## config.mk

```make
export PLATFORM = sky130hd
export DESIGN_NAME = biquad_cascade_tdm
export DESIGN_NICKNAME = d
export VERILOG_FILES = /design/src/rtl/biquad_pkg.sv /design/src/rtl/biquad_mac.sv /design/src/rtl/biquad_cascade_tdm.sv
export SDC_FILE = /design/constraint.sdc
export NUM_CORES = 2
export LEC_CHECK = 0
export BUFFER_PORTS_ARGS = -buffer_cell sky130_fd_sc_hd__buf_2
export CAP_MARGIN = 10
export CORE_MARGIN = 4
export CORE_UTILIZATION = 50
export CTS_CLUSTER_SIZE = 16
export DETAILED_ROUTE_END_ITERATION = 8
export PLACE_DENSITY_LB_ADDON = 0.08
export REMOVE_ABC_BUFFERS = 1
export SLEW_MARGIN = 20
export SYNTH_ARGS = -nofsm -noshare
export SYNTH_HDL_FRONTEND = slang
export SYNTH_SLANG_ARGS = --single-unit
```

## constraint.sdc

```tcl
create_clock -name clk_in -period 19.1 [get_ports clk_in]
set_input_delay 4.775 -clock clk_in [delete_from_list [all_inputs] [get_ports clk_in]]
set_output_delay 4.775 -clock clk_in [all_outputs]
set_load 0.005 [all_outputs]
```

## src/rtl/biquad_pkg.sv

```systemverilog
`default_nettype none
// ============================================================================
// Module   : biquad_pkg
// Purpose  : Shared types and helpers for the time-multiplexed biquad cascade:
//            coefficient slot order, FSM state encoding and the accumulator
//            saturation helper.
// Ports    : none (package)
// Revision : 1.0 - initial release
// ============================================================================
package biquad_pkg;

  // Coefficients are stored per stage in this order.
  localparam int NUM_COEF = 5;

  // The saturation helper works on a fixed 64-bit view of the accumulator;
  // narrower accumulators are sign-extended before the call.
  localparam int SAT_IN_W = 64;

  typedef enum logic [2:0] {
    C_B0 = 3'd0,
    C_B1 = 3'd1,
    C_B2 = 3'd2,
    C_A1 = 3'd3,
    C_A2 = 3'd4
  } coef_idx_e;

  typedef enum logic [1:0] {
    S_IDLE = 2'd0,
    S_MAC  = 2'd1,
    S_WB   = 2'd2,
    S_DONE = 2'd3
  } state_e;

  typedef struct packed {
    logic signed [SAT_IN_W-1:0] value;
    logic                       flag;
  } sat_res_t;

  // Clamp v into the signed range of a w-bit word; flag reports clipping.
  function automatic sat_res_t saturate(input logic signed [SAT_IN_W-1:0] v,
                                        input int unsigned w);
    sat_res_t                   r;
    logic signed [SAT_IN_W-1:0] hi;
    logic signed [SAT_IN_W-1:0] lo;
    hi = (64'sd1 <<< (w - 1)) - 64'sd1;
    lo = -(64'sd1 <<< (w - 1));
    if (v > hi) begin
      r.value = hi;
      r.flag  = 1'b1;
    end else if (v < lo) begin
      r.value = lo;
      r.flag  = 1'b1;
    end else begin
      r.value = v;
      r.flag  = 1'b0;
    end
    return r;
  endfunction

endpackage
`default_nettype wire

```

## src/rtl/biquad_mac.sv

```systemverilog
`default_nettype none
// ============================================================================
// Module   : biquad_mac
// Purpose  : Shared multiply / arithmetic-shift / accumulate datapath. Each
//            enabled cycle adds (or subtracts) one floor-shifted product term.
// Ports    : clk_in, rst_in      - clock, synchronous active-high reset
//            en_in               - accumulate this cycle
//            clear_in            - start a new sum with this term
//            sub_in              - subtract the term instead of adding it
//            operand_in, coef_in - signed multiplicands
//            acc_out             - registered accumulator
// Revision : 1.0 - initial release
// ============================================================================
module biquad_mac #(
  parameter int WIDTH      = 24,
  parameter int COEF_WIDTH = 32,
  parameter int SHIFT      = 20,
  parameter int ACC_WIDTH  = 64
) (
  input  logic                         clk_in,
  input  logic                         rst_in,
  input  logic                         en_in,
  input  logic                         clear_in,
  input  logic                         sub_in,
  input  logic signed [WIDTH-1:0]      operand_in,
  input  logic signed [COEF_WIDTH-1:0] coef_in,
  output logic signed [ACC_WIDTH-1:0]  acc_out
);

  localparam int PW = WIDTH + COEF_WIDTH;

  logic signed [PW-1:0]        w_prod;
  logic signed [ACC_WIDTH-1:0] w_ext;
  logic signed [ACC_WIDTH-1:0] w_term;
  logic signed [ACC_WIDTH-1:0] w_base;
  logic signed [ACC_WIDTH-1:0] acc_q;
  logic signed [ACC_WIDTH-1:0] acc_d;

  assign w_prod = operand_in * coef_in;
  // Sign-extend before shifting so each term is floored on its own.
  assign w_ext  = ACC_WIDTH'(w_prod);
  assign w_term = w_ext >>> SHIFT;

  always_comb begin
    acc_d  = acc_q;
    w_base = clear_in ? '0 : acc_q;
    if (en_in) begin
      acc_d = sub_in ? (w_base - w_term) : (w_base + w_term);
    end
  end

  always_ff @(posedge clk_in) begin
    if (rst_in) begin
      acc_q <= '0;
    end else begin
      acc_q <= acc_d;
    end
  end

  assign acc_out = acc_q;

endmodule
`default_nettype wire

```

## src/rtl/biquad_cascade_tdm.sv

```systemverilog
`default_nettype none
// ============================================================================
// Module   : biquad_cascade_tdm
// Purpose  : Runtime-programmable cascade of N_STAGES Direct Form I biquads
//            for N_CH channels, sharing one MAC. Each stage takes 5 MAC
//            cycles plus one write-back cycle.
// Ports    : clk_in, rst_in                 - clock, sync active-high reset
//            sample_in, ch_in, valid_in     - input sample with channel
//            ready_out                      - idle, sample accepted on valid
//            sample_out, ch_out, valid_out  - filtered result (1-cycle pulse)
//            sat_out                        - some stage clipped this sample
//            coef_we_in/addr_in/data_in     - coefficient write (stage*5+k)
//            clr_in                         - clear history, abort sample
// Revision : 1.0 - initial release
// ============================================================================
module biquad_cascade_tdm
  import biquad_pkg::*;
#(
  parameter int WIDTH      = 24,
  parameter int COEF_WIDTH = 32,
  parameter int SHIFT      = 20,
  parameter int N_CH       = 2,
  parameter int N_STAGES   = 2,
  parameter int ACC_WIDTH  = 64
) (
  input  logic                                   clk_in,
  input  logic                                   rst_in,
  input  logic signed [WIDTH-1:0]                sample_in,
  input  logic [((N_CH > 1) ? $clog2(N_CH) : 1)-1:0] ch_in,
  input  logic                                   valid_in,
  output logic                                   ready_out,
  output logic signed [WIDTH-1:0]                sample_out,
  output logic [((N_CH > 1) ? $clog2(N_CH) : 1)-1:0] ch_out,
  output logic                                   valid_out,
  output logic                                   sat_out,
  input  logic                                   coef_we_in,
  input  logic [$clog2(5*N_STAGES)-1:0]          coef_addr_in,
  input  logic signed [COEF_WIDTH-1:0]           coef_data_in,
  input  logic                                   clr_in
);

  localparam int CHW       = (N_CH > 1) ? $clog2(N_CH) : 1;
  localparam int STW       = (N_STAGES > 1) ? $clog2(N_STAGES) : 1;
  localparam int NCOEF_ALL = NUM_COEF * N_STAGES;
  localparam int NHIST     = N_CH * N_STAGES;
  localparam logic signed [COEF_WIDTH-1:0] C_UNITY = COEF_WIDTH'(64'd1 << SHIFT);

  // FSM and sequencing
  state_e                  state_q, state_d;
  coef_idx_e               k_q;
  logic [STW-1:0]          stage_q;
  logic [CHW-1:0]          ch_q;
  logic signed [WIDTH-1:0] x_cur_q;
  logic                    sat_acc_q;

  // Storage
  logic signed [COEF_WIDTH-1:0] coef_q [NCOEF_ALL];
  logic signed [WIDTH-1:0]      x1_q   [NHIST];
  logic signed [WIDTH-1:0]      x2_q   [NHIST];
  logic signed [WIDTH-1:0]      y1_q   [NHIST];
  logic signed [WIDTH-1:0]      y2_q   [NHIST];

  // Registered outputs
  logic signed [WIDTH-1:0] sample_q;
  logic [CHW-1:0]          ch_out_q;
  logic                    valid_q;
  logic                    sat_q;

  // Combinational helpers
  logic                         w_ch_ok;
  logic                         w_accept;
  logic                         w_last;
  logic                         w_mac_en;
  logic                         w_ready;
  logic                         w_addr_ok;
  int                           w_hidx;
  int                           w_cidx;
  logic signed [WIDTH-1:0]      w_operand;
  logic                         w_sub;
  logic signed [ACC_WIDTH-1:0]  w_acc;
  logic signed [SAT_IN_W-1:0]   w_acc64;
  sat_res_t                     w_sat;
  logic signed [WIDTH-1:0]      w_y;
  logic                         w_unused_sat;

  // Out-of-range channels only exist when N_CH is not a power of two.
  generate
    if (N_CH == (1 << CHW)) begin : g_ch_full
      assign w_ch_ok = 1'b1;
    end else begin : g_ch_chk
      assign w_ch_ok = (int'(ch_in) < N_CH);
    end
  endgenerate

  assign w_accept  = valid_in && w_ready && w_ch_ok && !clr_in;
  assign w_last    = (stage_q == STW'(N_STAGES - 1));
  assign w_addr_ok = (int'(coef_addr_in) < NCOEF_ALL);
  assign w_hidx    = int'(ch_q) * N_STAGES + int'(stage_q);
  assign w_cidx    = int'(stage_q) * NUM_COEF + int'(k_q);

  // ---------------------------------------------------------------- FSM
  always_ff @(posedge clk_in) begin
    if (rst_in) begin
      state_q <= S_IDLE;
    end else begin
      state_q <= state_d;
    end
  end

  always_comb begin
    state_d = state_q;
    case (state_q)
      S_IDLE:  if (w_accept) state_d = S_MAC;
      S_MAC:   if (k_q == C_A2) state_d = S_WB;
      S_WB:    state_d = w_last ? S_DONE : S_MAC;
      S_DONE:  state_d = S_IDLE;
      default: state_d = S_IDLE;
    endcase
    if (clr_in) begin
      state_d = S_IDLE;
    end
  end

  always_comb begin
    w_ready  = (state_q == S_IDLE);
    w_mac_en = (state_q == S_MAC);
  end

  // ---------------------------------------------------------- MAC feed
  always_comb begin
    w_operand = x_cur_q;
    w_sub     = 1'b0;
    case (k_q)
      C_B0:    w_operand = x_cur_q;
      C_B1:    w_operand = x1_q[w_hidx];
      C_B2:    w_operand = x2_q[w_hidx];
      C_A1: begin
        w_operand = y1_q[w_hidx];
        w_sub     = 1'b1;
      end
      C_A2: begin
        w_operand = y2_q[w_hidx];
        w_sub     = 1'b1;
      end
      default: w_operand = x_cur_q;
    endcase
  end

  biquad_mac #(
    .WIDTH      (WIDTH),
    .COEF_WIDTH (COEF_WIDTH),
    .SHIFT      (SHIFT),
    .ACC_WIDTH  (ACC_WIDTH)
  ) u_mac (
    .clk_in     (clk_in),
    .rst_in     (rst_in),
    .en_in      (w_mac_en),
    .clear_in   (k_q == C_B0),
    .sub_in     (w_sub),
    .operand_in (w_operand),
    .coef_in    (coef_q[w_cidx]),
    .acc_out    (w_acc)
  );

  assign w_acc64      = SAT_IN_W'(w_acc);
  assign w_sat        = saturate(w_acc64, WIDTH);
  assign w_y          = w_sat.value[WIDTH-1:0];
  assign w_unused_sat = ^w_sat.value[SAT_IN_W-1:WIDTH];

  // ------------------------------------------------------- sequencing
  always_ff @(posedge clk_in) begin
    if (rst_in) begin
      k_q       <= C_B0;
      stage_q   <= '0;
      ch_q      <= '0;
      x_cur_q   <= '0;
      sat_acc_q <= 1'b0;
    end else if (clr_in) begin
      k_q       <= C_B0;
      stage_q   <= '0;
      sat_acc_q <= 1'b0;
    end else begin
      case (state_q)
        S_IDLE: begin
          if (w_accept) begin
            x_cur_q   <= sample_in;
            ch_q      <= ch_in;
            k_q       <= C_B0;
            stage_q   <= '0;
            sat_acc_q <= 1'b0;
          end
        end
        S_MAC: begin
          if (k_q != C_A2) begin
            k_q <= coef_idx_e'(k_q + 3'd1);
          end
        end
        S_WB: begin
          k_q       <= C_B0;
          x_cur_q   <= w_y;
          sat_acc_q <= sat_acc_q | w_sat.flag;
          if (!w_last) begin
            stage_q <= stage_q + STW'(1);
          end
        end
        default: ;
      endcase
    end
  end

  // ------------------------------------------------------------ history
  always_ff @(posedge clk_in) begin
    if (rst_in || clr_in) begin
      for (int i = 0; i < NHIST; i++) begin
        x1_q[i] <= '0;
        x2_q[i] <= '0;
        y1_q[i] <= '0;
        y2_q[i] <= '0;
      end
    end else if (state_q == S_WB) begin
      x2_q[w_hidx] <= x1_q[w_hidx];
      x1_q[w_hidx] <= x_cur_q;
      y2_q[w_hidx] <= y1_q[w_hidx];
      y1_q[w_hidx] <= w_y;
    end
  end

  // ------------------------------------------------------- coefficients
  always_ff @(posedge clk_in) begin
    if (rst_in) begin
      for (int i = 0; i < NCOEF_ALL; i++) begin
        coef_q[i] <= ((i % NUM_COEF) == 0) ? C_UNITY : '0;
      end
    end else if (coef_we_in && w_ready && w_addr_ok) begin
      coef_q[coef_addr_in] <= coef_data_in;
    end
  end

  // ------------------------------------------------------------ outputs
  // Results are captured at the last write-back so they appear in DONE.
  always_ff @(posedge clk_in) begin
    if (rst_in) begin
      sample_q <= '0;
      ch_out_q <= '0;
      valid_q  <= 1'b0;
      sat_q    <= 1'b0;
    end else begin
      valid_q <= 1'b0;
      if (!clr_in && (state_q == S_WB) && w_last) begin
        valid_q  <= 1'b1;
        sample_q <= w_y;
        ch_out_q <= ch_q;
        sat_q    <= sat_acc_q | w_sat.flag;
      end
    end
  end

  assign ready_out  = w_ready;
  assign sample_out = sample_q;
  assign ch_out     = ch_out_q;
  assign valid_out  = valid_q;
  assign sat_out    = sat_q;

endmodule
`default_nettype wire

```

# [Yosys cells after proc, flatten, opt, wreduce, memory -nomap -nowiden]
# Memories as Yosys holds them, arrays and structs flattened.
# Index checks and enable logic that the tools add are counted.
[word_totals] memories=5 elab_cells=109 ff_bits=123 ramBits=704 out_inout_bits=28 input_bits=66
[op_classes] n_reduce_logical=24 n_mul=2 muxes=45 n_bitwise=2 n_eq_ne=11 addsub=6 n_lt_le_gt_ge=3
[mem_list] name="coef_q" depth=10 word_bits=32 read_ports=1 rd_ports_with_merged_regs=0 wr=10 line_no="biquad_cascade_tdm.sv:57" rtl="logic signed [COEF_WIDTH-1:0] coef_q [NCOEF_ALL];"
[mem_list] name="x1_q" depth=4 word_bits=24 read_ports=1 rd_ports_with_merged_regs=0 wr=4 line_no="biquad_cascade_tdm.sv:58" rtl="logic signed [WIDTH-1:0] x1_q [NHIST];"
[mem_list] name="x2_q" depth=4 word_bits=24 read_ports=1 rd_ports_with_merged_regs=0 wr=4 line_no="biquad_cascade_tdm.sv:59" rtl="logic signed [WIDTH-1:0] x2_q [NHIST];"
[mem_list] name="y1_q" depth=4 word_bits=24 read_ports=1 rd_ports_with_merged_regs=0 wr=4 line_no="biquad_cascade_tdm.sv:60" rtl="logic signed [WIDTH-1:0] y1_q [NHIST];"
[mem_list] name="y2_q" depth=4 word_bits=24 read_ports=1 rd_ports_with_merged_regs=0 wr=4 line_no="biquad_cascade_tdm.sv:61" rtl="logic signed [WIDTH-1:0] y2_q [NHIST];"
[op_table] cell="$mux W64" count=2
[op_table] cell="$mux W24" count=5
[op_table] cell="$pmux W24 S4" count=1
[op_table] cell="$reduce_or A24 Y1" count=4
[op_table] cell="$add A64 B36 Y64" count=1
[op_table] cell="$gt A64 B24 Y1 const B" count=1
[op_table] cell="$lt A64 B24 Y1 const B" count=1
[op_table] cell="$sub A64 B36 Y64" count=1
[op_table] cell="$mul A24 B32 Y56" count=1
[op_table] cell="$mux W25" count=2
[op_table] cell="$pmux W24 S2" count=1
[op_table] cell="$mux W32" count=1
[op_table] cell="$reduce_or A32 Y1" count=1
[op_table] cell="$mux W1" count=19
[op_table] cell="$mux W2" count=7
[op_table] cell="$pmux W3 S3" count=1
[op_table] cell="$reduce_and A3 Y1" count=3
[op_table] cell="$pmux W2 S4" count=1
[op_table] cell="$eq A3 B2 Y1 const B" count=2
[op_table] cell="$logic_and A1 B1 Y1" count=6
[op_table] cell="$mux W3" count=2
[op_table] cell="$ne A2 B2 Y1 const B" count=3
[op_table] cell="$add A4 B3 Y4" count=1
[op_table] cell="$eq A2 B2 Y1 const B" count=2
[op_table] cell="21 further kinds" count=24

# [Logic depth before layout (Yosys ltp)]
[logic_depth] ltp_word=8 ltp_mapped=57 ltp_nobuf=53

# [Cells and area by module]
# Synthesis repeated with hierarchy kept, for this count alone.
[unflattened] hier_cells=6382 area_unflattened_um2=75115.8
[modules_own_cells] mod="biquad_cascade_tdm" instances=1 area_per_inst_um2=41033.1 seq_area_each_um2=28086.9 cells_per_inst=2504
[modules_own_cells] mod="biquad_mac" instances=1 area_per_inst_um2=34082.7 seq_area_each_um2=1281.2 cells_per_inst=3878

# [Worst setup path before layout]
# No wires, ideal clock.
[synth_path] path_kind="register to register" from="register stage_q" to="register u_mac.acc_q[63] (netlist: u_mac.acc_out[63])" stages_incl_launch_ff=52 path_slack_ns=5.762 n_path_buf=7 t_arrival_ns=13.208 t_required_ns=18.970 path_cell_list="dfxtp_1 ha_1 buf_6 buf_12 clkbuf_1 buf_1 buf_1 mux4_2 mux4_2 inv_1 nor2_1 fa_1 inv_1 fa_1 inv_1 fa_1 fa_1 fa_1 [... 16 more ...] and2_1 a31oi_1 xnor2_1 ha_1 clkbuf_1 a21o_1 a21oi_1 nand2b_1 a31oi_1 a2bb2oi_1 nand2_1 o21ai_0 a31oi_1 o211ai_1 nand2_1 o2111a_1 a31oi_1 nand3_1"
[synth_between] elab_chain_cells=6 word_cells_on_any_way=13 cone_classes="add/sub (4); mul (2); mux (2); memory (5)"
[synth_rtl] item="start: declaration" line_no="biquad_cascade_tdm.sv:51" rtl="logic [STW-1:0] stage_q;"
[synth_rtl] item="start signal: assignment" line_no="biquad_cascade_tdm.sv:203" rtl="stage_q <= stage_q + STW'(1);"
[synth_rtl] item="$mul A1 B3 Y4 or $add A2 B1 Y2 (tied branches)" line_no="biquad_cascade_tdm.sv:99, biquad_cascade_tdm.sv:98"
[synth_rtl] item="$add A4 B3 Y4 (tied with other cells)" line_no="biquad_cascade_tdm.sv:99" rtl="assign w_cidx = int'(stage_q) * NUM_COEF + int'(k_q);"
[synth_rtl] item="$mem_v2 Z10 W32 or $pmux W24 S4 (tied branches)"
[synth_rtl] item="$mul A24 B32 Y56 (*)" line_no="biquad_mac.sv:39" rtl="assign w_prod = operand_in * coef_in;"
[synth_rtl] item="$add A64 B36 Y64 or $sub A64 B36 Y64 (tied branches)" line_no="biquad_mac.sv:48" rtl="acc_d = sub_in ? (w_base - w_term) : (w_base + w_term);"
[synth_rtl] item="$mux W64 (*)" line_no="biquad_mac.sv:48"
[synth_rtl] item="end signal: assignment" line_no="biquad_mac.sv:54" rtl="acc_q <= '0;"
[synth_rtl] item="end signal: assignment" line_no="biquad_mac.sv:56" rtl="acc_q <= acc_d;"
[synth_rtl] item="end: declaration" line_no="biquad_mac.sv:36" rtl="logic signed [ACC_WIDTH-1:0] acc_q;"
# Every way passes the cells marked *; elsewhere a longest branch is shown, timed or not.
# A chain may end at the register's enable or synchronous reset.

# [Final worst setup path]
[layout_path] from="register stage_q" to="register u_mac.acc_q[44] (netlist: u_mac.acc_out[44])"
# The elaborated chain is that of the path after synthesis.

==> summary.md <==
| Metric | Value |
|---|---|
| Post-CTS Resized | `0` |
| Detailed Routing Iterations Pass 1 | `6` |
| Top-area cell type share of the netlist area | `0.361` |
| Max-Cap Viols | `0` |
| Root Buffer | `clkbuf_16` |
| Startpoint types | `flip-flop` |
| DR vias/cell | `about 5.7` |
| Antenna violations before repair | `5` |
| Status | `finished, final reports clean` |
| Hold WS | `0.465 ns` |
| Crit path top cell by count | `fa_1` |
| Final min period | `roughly 15 ns` |
| DRC | `0` |
| Final net count | `around 7.9k` |
| Clk_lat worst skew | `around 0.79 ns` |
| CTS tree | `built` |
| Post-synthesis sequential area ratio | `0.394` |
| Placement Setup Slack | `3.59 ns` |
| Final ANT Viol Nets | `0` |
| Core area | `~150000 um^2` |
| Slowest-stage cell, CP | `dfxtp_4` |
| Initial DRC count | `approximately 4.3k` |
| Largest net degree at the start of global routing | `around 120` |
| Slew HR | `0.221` |
| Fin crit share | `0.807` |
| RePlAce Congestion | `0.902` |
| Yosys warnings | `0` |
| CP required | `around 20 ns` |
| Combinational share of power | `0.453` |
| Clock tree buffer depth | `3` |
| CTS H-tree lvls | `3` |
| Commonest cells post-synth | `920 x inv_1, 896 x edfxtp_1, 783 x fa_1, 772 x nor2_1, 688 x nand2_1` |
| Register-to-Register Path Depth | `45` |
| Layout Area Growth over Synthesis | `9.61%` |
| Ant. Diodes | `0` |
| GRT Overall Usage | `0.279` |
| RR Startpoint | `stage_q$_SDFFE_PP0P_` |
| Post-synthesis cell area | `around 75000 um^2` |
| Die X | `394 um` |
| Buffers & Inverters on Critical Path | `7` |
| Skew final | `roughly 0.11 ns` |
| Unrepaired setup endpoints after global routing | `no` |
| Layout cells sized above 1 | `0.107` |
| Worst hold path class | `reg2reg` |
| Hold path cells | `2` |
| # rows | `~140` |
| #FFs+latches synth | `slightly above 1k` |
| Syn Area/Cell | `around 11 um^2` |
| Hold Crit Start | `u_mac.acc_out[20]$_SDFFE_PP0P_` |
| Vias in the first global route | `between 50k and 60k` |
| NetSw | `around 3.5 mW` |
| Post-CTS setup buffer count | `0` |
| Remaining Overflow, GRT | `0` |
| RR Endpoint | `u_mac.acc_out[44]$_SDFFE_PP0P_` |
| Avg WL per Cell | `24.3 um` |
| Internal | `between 5 and 6 mW` |
| Worst setup path category | `reg2reg` |
| Hold EP | `u_mac.acc_out[20]$_SDFFE_PP0P_` |
| First-pass GRT wire length | `~330000 um` |
| Dominant cell type by area after synthesis | `edfxtp_1` |
| Worst Tran Pin Value | `1.17 ns` |
| Vias | `a little over 50k` |
| Placed cell areas | `78200 um^2` |
| EDFF count, synth | `roughly 900` |
| Num ports | `between 90 and 100` |
| Count of final setup violators | `0` |
| Reg power frac | `0.301` |
| Critical path's top delay family | `adder cells` |
| Cell with the most instances after synthesis | `inv_1` |
| Hold-fix buffers at CTS | `0` |
| Detailed Route WL | `214000 um` |
| Unique masters post-synth | `101` |
| Clk pwr share | `0.246` |
| Post-DP HPWL | `142000 um` |
| Port Buffer Count | `just over 90` |
| Pleak | `around 35 nW` |
| Cell area after layout | `about 80000 um^2` |
| Synth async-reset ratio | `0` |
| Fmax | `around 65 MHz` |
| CP Max Fanout | `between 40 and 50` |
| Top FF cell, synth | `edfxtp_1` |
| Starting density of the core | `0.504` |
| Die Ht | `394 um` |
| Worst vdd ir | `84.6 uV` |
| Reg2reg setup slack | `3.68 ns` |
| Worst setup margin | `~3.7 ns` |
| Synth top area cells | `edfxtp_1 36%, fa_1 21%, mux4_2 7.5%, inv_1 4.6%, nor2_1 3.9%` |
| Clock sink total | `1019` |
| Clock buffer count from CTS | `around 110` |
| Sw Ratio | `0.407` |
| Crit path DAT | `16.05 ns` |
| Cell count after synthesis | `between 6k and 7k` |
| Reg clk slew, reported paths | `about 0.060 ns` |
| Worst setup EP type | `flip-flop` |
| Final Max Tran Viols | `0` |
| Power per cell area | `105 nW/um^2` |
| Max stage delay on crit path | `around 0.84 ns` |
| Final hold vios | `0` |
| Die area | `roughly 160000 um^2` |
| Post-layout util | `0.552` |
cells by family (layout without fill, tap and decap cells):
logic type,count (synthesis),count (layout),synth area share
muxes,264,264,0.0779
AOI/OAI and AO/OA,701,701,0.0607
xor gates and xnor gates,129,129,0.0154
buffers and inverters,1283,1335,0.0652
DFF,1019,1019,0.394
and+or+nand+nor,2245,2245,0.140
adders and majority gates,1001,1001,0.247
other,1,192,0.0000503
worst max-delay path by stage:
| stage | slack (ns) | start | endpoint | depth (start not counted) |
|---|---|---|---|---|
| floorplan | -1.67 | stage_q$_SDFFE_PP0P_ | u_mac.acc_out[63]$_SDFFE_PP0P_ | 42 |
| global placement | 3.72 | stage_q$_SDFFE_PP0P_ | u_mac.acc_out[56]$_SDFFE_PP0P_ | 46 |
| detailed placement | 3.59 | stage_q$_SDFFE_PP0P_ | u_mac.acc_out[56]$_SDFFE_PP0P_ | 46 |
| CTS | 3.52 | stage_q$_SDFFE_PP0P_ | u_mac.acc_out[44]$_SDFFE_PP0P_ | 45 |
| global route | 2.59 | stage_q$_SDFFE_PP0P_ | u_mac.acc_out[63]$_SDFFE_PP0P_ | 44 |
| finish | 3.68 | stage_q$_SDFFE_PP0P_ | u_mac.acc_out[44]$_SDFFE_PP0P_ | 45 |
flip-flops by register name, indices dropped and copies added, names as in the netlist:
name           cells
x_cur_q           24
sat_out            1
k_q                3
y2_q              96
stage_q            1
y1_q              96
u_mac.acc_out     64
state_q            2
x1_q              96
valid_out          1
ch_q               1
sample_out        24
ch_out             1
sat_acc_q          1
coef_q           512
x2_q              96
layer usage:
layer / up-vias / share of wire / global-route usage
li1: 22200 / - / -
met1: 26100 / 0.41 / 0.380
met2: 1780 / 0.49 / 0.470
met3: 326 / 0.068 / 0.0408
met4: 2 / 0.030 / 0.0776
met5: - / 0.00025 / 0.00246
per-stage QoR:
step,TNS (ns),cells,power [mW]
global placement,0,8612,6.44
detailed placement,0,8612,6.46
finish,0,8816,8.57
floorplan,-33.87,6473,5.25
CTS,0,8816,8.59
global route,0,8816,9.09
cell type report:
class	instances	area [um^2]
clock buffer	148	2980
sequential	1019	29400
fill	12800	66300
multi-input combinational	4532	41600
clock inverter	56	598
inverter	922	3460
tap	1930	2410
timing repair buffer	209	1350
tightest hold or removal path, cell delays in order, from the launching register on:
cell and delay [ns]:
dfxtp_1 0.32, nand2_1 0.05, a21oi_1 0.05
power by group through the flow:
stage	logic (mW)	registers (mW)	clock network (mW)
finish	3.88	2.58	2.11
global route	4.26	2.59	2.25
CTS	3.86	2.58	2.15
detailed placement	3.83	2.62	0
global placement	3.82	2.62	0
floorplan	2.65	2.61	0
placed cells by master, fill, tap and decap left out, types with 15 or more instances in the layout:
cell / n
nor4_1: 16
clkinv_1: 18
buf_4: 116
a211oi_1: 66
nor2_1: 769
nand2_1: 675
clkbuf_1: 28
nor2b_1: 94
nand4_1: 42
ha_1: 215
xnor2_1: 83
inv_1: 920
clkinv_2: 16
nand2b_1: 52
o21a_1: 18
mux4_2: 249
a21oi_1: 243
xor2_1: 44
a31oi_1: 27
and2_1: 315
o21bai_1: 17
buf_2: 92
a21o_1: 88
nor3_1: 36
edfxtp_1: 896
or2_2: 15
o21ai_0: 81
dfxtp_1: 121
o211ai_1: 16
fa_1: 783
and3_1: 94
a22oi_1: 45
conb_1: 192
clkbuf_16: 109
nand3_1: 49
Note: power is estimated with default switching activity, not from simulation.
